--- src/rtl/sr_cmd_gen_pkg.sv ---
// rtl/sr_cmd_gen_pkg.sv - shared defaults and command encodings for the SR command generator
package sr_cmd_gen_pkg;

  localparam int DEBOUNCE_CYCLES_DEF = 4;
  localparam int CNT_W_DEF           = 8;

  typedef enum logic [1:0] {
    SR_HOLD  = 2'b00,
    SR_RESET = 2'b01,
    SR_SET   = 2'b10
  } sr_cmd_e;

endpackage

--- src/rtl/sr_cmd_gen_debounce.sv ---
// rtl/sr_cmd_gen_debounce.sv - synchronizer, debounce counter and rise-edge pulse for one channel
module sr_debounce #(
  parameter int DEBOUNCE_CYCLES = 4
) (
  input  logic clk,
  input  logic rst,
  input  logic raw,
  output logic pulse
);

  // Counter stops at DEBOUNCE_CYCLES-1; 8 bits covers the legal 1..255 range.
  localparam logic [7:0] CNT_LAST = 8'(DEBOUNCE_CYCLES - 1);

  logic       sync1;
  logic       sync2;
  logic       state;
  logic [7:0] cnt;

  // Two-flop synchronizer, debounce counter, and a pulse registered on the same edge the state rises.
  always_ff @(posedge clk) begin
    if (rst) begin
      sync1 <= 1'b0;
      sync2 <= 1'b0;
      state <= 1'b0;
      cnt   <= 8'd0;
      pulse <= 1'b0;
    end else begin
      sync1 <= raw;
      sync2 <= sync1;
      pulse <= 1'b0;
      if (sync2 != state) begin
        if (cnt == CNT_LAST) begin
          state <= sync2;
          cnt   <= 8'd0;
          pulse <= sync2;
        end else begin
          cnt <= cnt + 8'd1;
        end
      end else begin
        cnt <= 8'd0;
      end
    end
  end

endmodule

--- src/rtl/sr_cmd_gen.sv ---
// rtl/sr_cmd_gen.sv - debounced set/reset requests arbitrated into one-cycle SR flip-flop pulses
module sr_cmd_gen
  import sr_cmd_gen_pkg::*;
#(
  parameter int DEBOUNCE_CYCLES = DEBOUNCE_CYCLES_DEF,
  parameter int CNT_W           = CNT_W_DEF
) (
  input  logic             clk,
  input  logic             rst,
  input  logic             set_in,
  input  logic             reset_in,
  output logic             s,
  output logic             r,
  output logic             conflict,
  output logic [CNT_W-1:0] conflict_cnt
);

  logic    set_ev;
  logic    rst_ev;
  sr_cmd_e cmd;

  sr_debounce #(.DEBOUNCE_CYCLES(DEBOUNCE_CYCLES)) u_set_db (
    .clk   (clk),
    .rst   (rst),
    .raw   (set_in),
    .pulse (set_ev)
  );

  sr_debounce #(.DEBOUNCE_CYCLES(DEBOUNCE_CYCLES)) u_reset_db (
    .clk   (clk),
    .rst   (rst),
    .raw   (reset_in),
    .pulse (rst_ev)
  );

  // Coincident events cancel out so s and r are never driven together.
  always_comb begin
    cmd = SR_HOLD;
    if (set_ev && !rst_ev) begin
      cmd = SR_SET;
    end else if (rst_ev && !set_ev) begin
      cmd = SR_RESET;
    end
  end

  // Register the command pulses and the conflict flag; the conflict count saturates instead of wrapping.
  always_ff @(posedge clk) begin
    if (rst) begin
      s            <= 1'b0;
      r            <= 1'b0;
      conflict     <= 1'b0;
      conflict_cnt <= '0;
    end else begin
      s        <= (cmd == SR_SET);
      r        <= (cmd == SR_RESET);
      conflict <= set_ev && rst_ev;
      if (set_ev && rst_ev && (conflict_cnt != '1)) begin
        conflict_cnt <= conflict_cnt + CNT_W'(1);
      end
    end
  end

endmodule

--- config.mk ---
export PLATFORM = sky130hd
export DESIGN_NAME = sr_cmd_gen
export DESIGN_NICKNAME = d
export VERILOG_FILES = /design/src/rtl/sr_cmd_gen_pkg.sv /design/src/rtl/sr_cmd_gen_debounce.sv /design/src/rtl/sr_cmd_gen.sv
export SDC_FILE = /design/constraint.sdc
export NUM_CORES = 1
export LEC_CHECK = 0
export CAP_MARGIN = 30
export CORE_ASPECT_RATIO = 0.5
export CORE_MARGIN = 2
export CORE_UTILIZATION = 45
export DETAILED_ROUTE_END_ITERATION = 8
export HOLD_SLACK_MARGIN = 0.06
export MAX_ROUTING_LAYER = met4
export PLACE_DENSITY = 0.68
export SYNTH_ARGS = -nofsm -noshare
export SYNTH_HDL_FRONTEND = slang
export SYNTH_SLANG_ARGS = --single-unit
--- constraint.sdc ---
create_clock -name clk -period 1.8 [get_ports clk]
set_clock_uncertainty 0.2 [all_clocks]
set_input_delay 0.18 -clock clk [delete_from_list [all_inputs] [get_ports clk]]
set_output_delay 0.18 -clock clk [all_outputs]
set_load 0.01 [all_outputs]
==> flow_metrics.env, run 1 <==
export IMPL_worstSetupEndpointType="register"
export IMPL_dieWidth_microns=84.6
export IMPL_slew_headroom_pct=69.6
export IMPL_port_buffers=14
export IMPL_setup_viol=0
export IMPL_outcome="finished, final reports clean"
export IMPL_grt_overflow=0
export IMPL_io_pins=15
export IMPL_setup_ws_ns=0.0928
export IMPL_cts_num_sinks=35
export IMPL_synth_seq_cells=35
export IMPL_vias=1224
export IMPL_hold_buffers=0
export IMPL_wl_per_cell_microns=12.4
export IMPL_start_kind="register"
export IMPL_syn_to_final_growth_pct=27.4
export IMPL_fin_tns_setup_ns=0
export IMPL_grt_max_degree=21
export IMPL_crit_family="simple AND/OR/NAND/NOR gates"
export IMPL_syn_nets=166
export IMPL_power_density_nw_per_um2=826
export IMPL_rows=14
export IMPL_antennaDiodeCount=0
export IMPL_critPathMaxFanout=7
export IMPL_multi_input_area_sq_um=733
export IMPL_max_slew_worst_pin_slew_ns=0.450
export IMPL_p_comb_share_pct=2.4
export IMPL_p_switching_uw=293
export IMPL_fill_cells=257
export IMPL_whs_ns=0.245
export IMPL_slowest_delay_ns=0.51
export IMPL_synth_warnings=0
export IMPL_finalInstanceArea_sq_um=1860
export IMPL_initial_core_util_pct=47.9
export IMPL_yosysSeqAreaShare_pct=47.9
export IMPL_p_total_uw=1540
export IMPL_finalCriticalPeriod_ns=1.71
export IMPL_seq_power_share_pct=50.9
export IMPL_cp_num_buf_inv=0
export IMPL_vdd_drop_max_mv=0.456
export IMPL_clockPowerShare_pct=46.7
export IMPL_die_area_sq_um=3750
export IMPL_fmax_mhz=586
export IMPL_synth_area_sq_um=1460
export IMPL_die_y_microns=44.3
export IMPL_dr_pass1_iters=4
export IMPL_cts_root_buf="clkbuf_8"
export IMPL_switching_share_pct=19.0
export IMPL_cp_cell_sequence="ha_1 > or4b_1 > o211ai_4 > nor2_1"
export IMPL_dpl_worst_slack_ns=0.0630
export IMPL_fin_nets=193
export IMPL_hold_viol=0
export IMPL_clock_latency_ns=0.28
export IMPL_antenna_found_initial=0
export IMPL_fin_crit_sh_pct=94.8
export IMPL_required_ns=1.76
export IMPL_final_seq_area_sq_um=703
export IMPL_viasPerCell=5.39
export IMPL_intPower_uw=1250
export IMPL_worst_setup_path_type="reg2reg"
export IMPL_rsz0062_at_grt="false"
export IMPL_synthesis_instances=159
export IMPL_grt_pass1_vias=1194
export IMPL_synth_area_per_cell_sq_um=9.19
export IMPL_h_tree_depth=2
export IMPL_grt_pass1_wl_microns=5060
export IMPL_hp_class="in2reg"
export IMPL_finalMaxSlewViolations=0
export IMPL_drc=0
export IMPL_leakage_uw=0.000659
export IMPL_drive_gt1_share_pct=14.4
export IMPL_drt_initial_drc_count=47
export IMPL_synth_distinct_cells=32
export IMPL_core_area_sq_um=3050
export IMPL_crit_slowest_cell="or4b_1"
export IMPL_cts_tree="built"
export IMPL_clockBufferDepth=2
export IMPL_clk_pin_slew_ns=0.07
export IMPL_ant_nets=0
export IMPL_post_dp_hpwl_microns=1960
export IMPL_dpl_instance_area_sq_um=1730
export IMPL_maxCapViolCount=0
export IMPL_gp_congestion=0.844
export IMPL_cp_arrival_ns=1.67
export IMPL_cts_buffers=5
export IMPL_routed_wl_microns=2820
export IMPL_grt_usage_pct=17.6
what timing repair did:
action	4_1_cts	5_1_grt
gates cloned	0	0
setup endpoints to repair	1	7
resized for setup	1	1
setup buffers	0	0
pin swaps	0	0
kinds of logic (layout without fill, tap and decap cells):
kind of cell             count (synthesis)  after routing  synth area share (%)
multiplexers                             3              3                  2.23
flip-flops                              35             35                  47.9
XOR/XNOR                                 8              8                  4.79
adder cells (fa/ha/maj)                  3              3                  2.57
AND/OR/NAND/NOR                         69             69                  26.8
AO/OA/AOI/OAI                           30             30                  12.8
buffers and inverters                   11             39                  2.83
cell type report:
cell class | instances | area share, %
multi-input cells | 113 | 39.4
well taps | 40 | 2.69
inverters | 6 | 1.21
clock inverters | 2 | 1.88
clock buffers | 6 | 4.44
flip-flops and latches | 35 | 37.8
repair buffers | 25 | 12.6
worst reg2reg max path, cell delays in order (launching register included):
cell	delay, ns
dfxtp_1	0.33
ha_1	0.16
or4b_1	0.51
o211ai_4	0.31
nor2_1	0.08
state kept, by name, indices dropped and copies added, names as in the netlist:
register,flops
conflict_cnt,8
u_set_db.cnt,8
u_set_db.pulse,1
u_reset_db.pulse,1
s,1
conflict,1
u_reset_db.state,1
u_set_db.sync2,1
u_reset_db.sync1,1
u_set_db.state,1
u_reset_db.cnt,8
u_set_db.sync1,1
u_reset_db.sync2,1
r,1
power groups by stage:
stage | clock [uW] | sequential [uW] | combinational (uW)
finish | 719 | 783 | 36.5
global route | 774 | 783 | 40.8
CTS | 748 | 782 | 35.9
detailed placement | 0 | 800 | 35.5
global placement | 0 | 800 | 34.9
floorplan | 0 | 800 | 17.2
metal layers:
layer	share of wire [%]	vias to the layer above	track usage [%]
met3	4.1	0	5.78
met5	0	-	-
li1	-	638	-
met2	45	24	29.1
met1	51	562	20.7
met4	0	0	6.03
placed cells by master (no fill, tap or decap), types with 2 or more instances in the layout:
master           synthesis  routed
xnor2_1                  3       3
nand3_1                 11      11
a211oi_1                 2       2
a21oi_1                 11      11
nor3b_1                  2       2
and4_1                   4       4
nor2b_1                  6       6
and3_1                   2       2
o21ai_0                  8       8
ha_1                     3       2
clkbuf_8                 0       6
dfxtp_1                 35      33
nand4_1                  4       4
buf_4                    0      10
mux2_2                   2       2
xor2_1                   5       5
inv_1                    6       6
nor3_1                   5       5
a31oi_1                  2       2
nor2_1                  14      14
clkdlybuf4s50_1          0      14
dfxtp_2                  0       2
a41oi_1                  2       2
nor4b_1                  2       2
or3_1                    8       8
nand2_1                  7       7
o211ai_1                 2       2
worst paths after layout:
path	slack [ns]	cells past startpoint	endpoint	startpoint
max	0.09	4	u_reset_db.cnt[0]	u_reset_db.cnt[0]
min	0.24	2	u_set_db.sync1	set_in
max reg2reg	0.09	4	u_reset_db.cnt[0]	u_reset_db.cnt[0]
min reg2reg	0.24	1	u_set_db.sync2	u_set_db.sync1
cells in the mapped netlist (all sizes together):
cell type  instances  area, sq um
o2111a             1         11.3
nor3               5         25.0
a41oi              2         17.5
a211oi             2         15.0
nand3             11         55.1
mux2i              1         10.0
o211ai             3         27.5
or4                1         11.3
ha                 3         37.5
or4b               1         10.0
nor2              14         52.6
o21ai              8         40.0
inv                6         22.5
nor4bb             1         10.0
nor2b              6         37.5
mux2               2         22.5
clkbuf             5         18.8
nand2              7         26.3
nor4b              2         17.5
nand4              4         25.0
a31oi              2         12.5
xor2               5         43.8
or3b               1         8.76
xnor2              3         26.3
and4               4         35.0
nor3b              2         15.0
or3                8         50.1
a21oi             11         55.1
a311oi             1         8.76
and3               2         12.5
dfxtp             35          701
metrics by stage:
| stage | util (%) | std cells |
|---|---|---|
| 6_report | 61.1 | 227 |
| 5_1_grt | 61.1 | 227 |
| 4_1_cts | 60.8 | 227 |
| 3_5_place_dp | 56.9 | 219 |
| 3_3_place_gp | 56.9 | 219 |
| 2_1_floorplan | - | 159 |
Power figures use the tool's default switching activity.
==> run 2, diff against run 1 <==
--- a/config.mk
+++ b/config.mk
@@ -9,6 +9,7 @@
 export CORE_ASPECT_RATIO = 0.5
 export CORE_MARGIN = 2
 export CORE_UTILIZATION = 45
+export CTS_CLUSTER_DIAMETER = 120
 export DETAILED_ROUTE_END_ITERATION = 8
 export HOLD_SLACK_MARGIN = 0.06
 export MAX_ROUTING_LAYER = met4
==> results of run 2 <==
Final layout, timing and power as in run 1 (identical DEF).
==> run 3, diff against run 2 <==
--- a/config.mk
+++ b/config.mk
@@ -8,12 +8,11 @@
 export CAP_MARGIN = 30
 export CORE_ASPECT_RATIO = 0.5
 export CORE_MARGIN = 2
-export CORE_UTILIZATION = 45
+export CORE_UTILIZATION = 40
 export CTS_CLUSTER_DIAMETER = 120
 export DETAILED_ROUTE_END_ITERATION = 8
 export HOLD_SLACK_MARGIN = 0.06
 export MAX_ROUTING_LAYER = met4
-export PLACE_DENSITY = 0.68
 export SYNTH_ARGS = -nofsm -noshare
 export SYNTH_HDL_FRONTEND = slang
 export SYNTH_SLANG_ARGS = --single-unit
==> constraint.sdc (replaced) <==
create_clock -name clk -period 1.8 [get_ports clk]
set_clock_uncertainty 0.2 [all_clocks]
set_input_delay 0.27 -clock clk [delete_from_list [all_inputs] [get_ports clk]]
set_output_delay 0.27 -clock clk [all_outputs]
set_load 0.01 [all_outputs]
==> flow_metrics.env, run 3 (synthesized netlist as in run 1, its figures left out) <==
export IMPL_initial_core_util_pct=42.1
export IMPL_antennaDiodeCount=0
export IMPL_drc=0
export IMPL_whs_ns=0.244
export IMPL_fin_crit_sh_pct=95.6
export IMPL_io_pins=15
export IMPL_rsz0062_at_grt="false"
export IMPL_cts_num_sinks=35
export IMPL_syn_to_final_growth_pct=27.0
export IMPL_clockBufferDepth=2
export IMPL_cp_cell_sequence="clkdlybuf4s50_1"
export IMPL_finalMaxSlewViolations=0
export IMPL_hold_viol=0
export IMPL_start_kind="register"
export IMPL_worst_setup_path_type="reg2out"
export IMPL_grt_overflow=0
export IMPL_finalInstanceArea_sq_um=1860
export IMPL_p_total_uw=1360
export IMPL_slowest_delay_ns=0.55
export IMPL_worstSetupEndpointType="output pin"
export IMPL_ant_nets=0
export IMPL_wl_per_cell_microns=11.5
export IMPL_hp_class="reg2reg"
export IMPL_cp_arrival_ns=1.25
export IMPL_viasPerCell=5.11
export IMPL_drt_initial_drc_count=33
export IMPL_stdcell_count=240
export IMPL_layout_commonest_cell="dfxtp_1"
export IMPL_vias=1226
export IMPL_grt_usage_pct=15.4
export IMPL_post_dp_hpwl_microns=1900
export IMPL_clk_pin_slew_ns=0.07
export IMPL_drive_gt1_share_pct=16.4
export IMPL_core_area_sq_um=3470
export IMPL_maxCapViolCount=0
export IMPL_clock_latency_ns=0.29
export IMPL_layout_common_cells="dfxtp_1 (29), nor2_1 (14), clkdlybuf4s50_1 (13)"
export IMPL_dpl_instance_area_sq_um=1760
export IMPL_regToRegSetupSlack_ns=0.12
export IMPL_cts_setup_buffers=0
export IMPL_max_slew_worst_pin_slew_ns=0.474
export IMPL_cts_tree="built"
export IMPL_grt_pass1_wl_microns=4530
export IMPL_gp_congestion=0.835
export IMPL_reg_largest_list="conflict_cnt: 8 flops, u_reset_db.cnt: 8 flops, u_set_db.cnt: 8 flops"
export IMPL_grt_max_degree=21
export IMPL_h_tree_depth=2
export IMPL_slew_headroom_pct=68.0
export IMPL_port_buffers=14
export IMPL_vdd_drop_max_mv=0.240
export IMPL_grt_pass1_vias=1036
export IMPL_cp_num_buf_inv=1
export IMPL_fin_nets=195
export IMPL_crit_slowest_cell="clkdlybuf4s50_1"
export IMPL_required_ns=1.33
export IMPL_fin_tns_setup_ns=0
export IMPL_finalCriticalPeriod_ns=1.72
export IMPL_crit_family="buffers and inverters"
export IMPL_die_y_microns=46.7
export IMPL_leakage_uw=0.000671
export IMPL_dr_pass1_iters=4
export IMPL_antenna_found_initial=0
export IMPL_fill_cells=315
export IMPL_outcome="finished, final reports clean"
export IMPL_place_inst=232
export IMPL_setup_viol=0
export IMPL_cts_root_buf="clkbuf_8"
export IMPL_routed_wl_microns=2760
export IMPL_rows=15
export IMPL_dieWidth_microns=89.5
export IMPL_die_area_sq_um=4180
export IMPL_fmax_mhz=581
export IMPL_critPathMaxFanout=13
export IMPL_power_density_nw_per_um2=735
export IMPL_cts_buffers=5
==> run 3: report_power, final <==
group / switching, uW / internal, uW / total [uW] / leakage [uW]
Clock: 276 / 271 / 547 / 0.0000422
Combinational: 17.8 / 18.1 / 35.9 / 0.000342
Sequential: 2.94 / 778 / 781 / 0.000286
Total: 297 / 1070 / 1360 / 0.000671
==> run 3: final timing paths <==
check | startpoint | to | cells after the start
max | conflict_cnt[2] | conflict_cnt[2] | 1
min | u_set_db.sync1 | u_set_db.sync2 | 1
max reg2reg | u_reset_db.cnt[0] | u_reset_db.cnt[7] | 5
min reg2reg | u_set_db.sync1 | u_set_db.sync2 | 1
==> run 3: cell type report <==
class                      instances  area (sq um)  area share, %
clock buffer                       7          76.3           4.11
multi-input combinational        113           724           39.0
clock inverter                     1          5.00          0.270
timing repair buffer              27           253           13.6
inverter                           6          22.5           1.21
sequential                        35           711           38.3
tap                               51          63.8           3.44
==> run 3: layer usage <==
metal	vias up	global-route usage [%]	wire, microns
li1	633	-	-
met4	0	7.16	46
met2	26	21.8	1120
met3	6	6.85	132
met5	-	-	0
met1	561	19.1	1460
==> run 3: per-stage QoR <==
| stage | utilization, % | worst slack (ns) |
|---|---|---|
| final | 53.4 | 0.0789 |
| after global routing | 53.4 | 0.0144 |
| after CTS | 53.2 | 0.00101 |
| after detailed placement | 50.8 | 0.121 |
| after global placement | 50.8 | 0.160 |
| after floorplan | - | 0.0688 |
==> run 3: what timing repair did <==
action | 4_1_cts | 5_1_grt
hold buffers | 0 | 0
pin swaps | 0 | 0
setup endpoints to repair | 2 | 5
gates resized for setup | 2 | 5
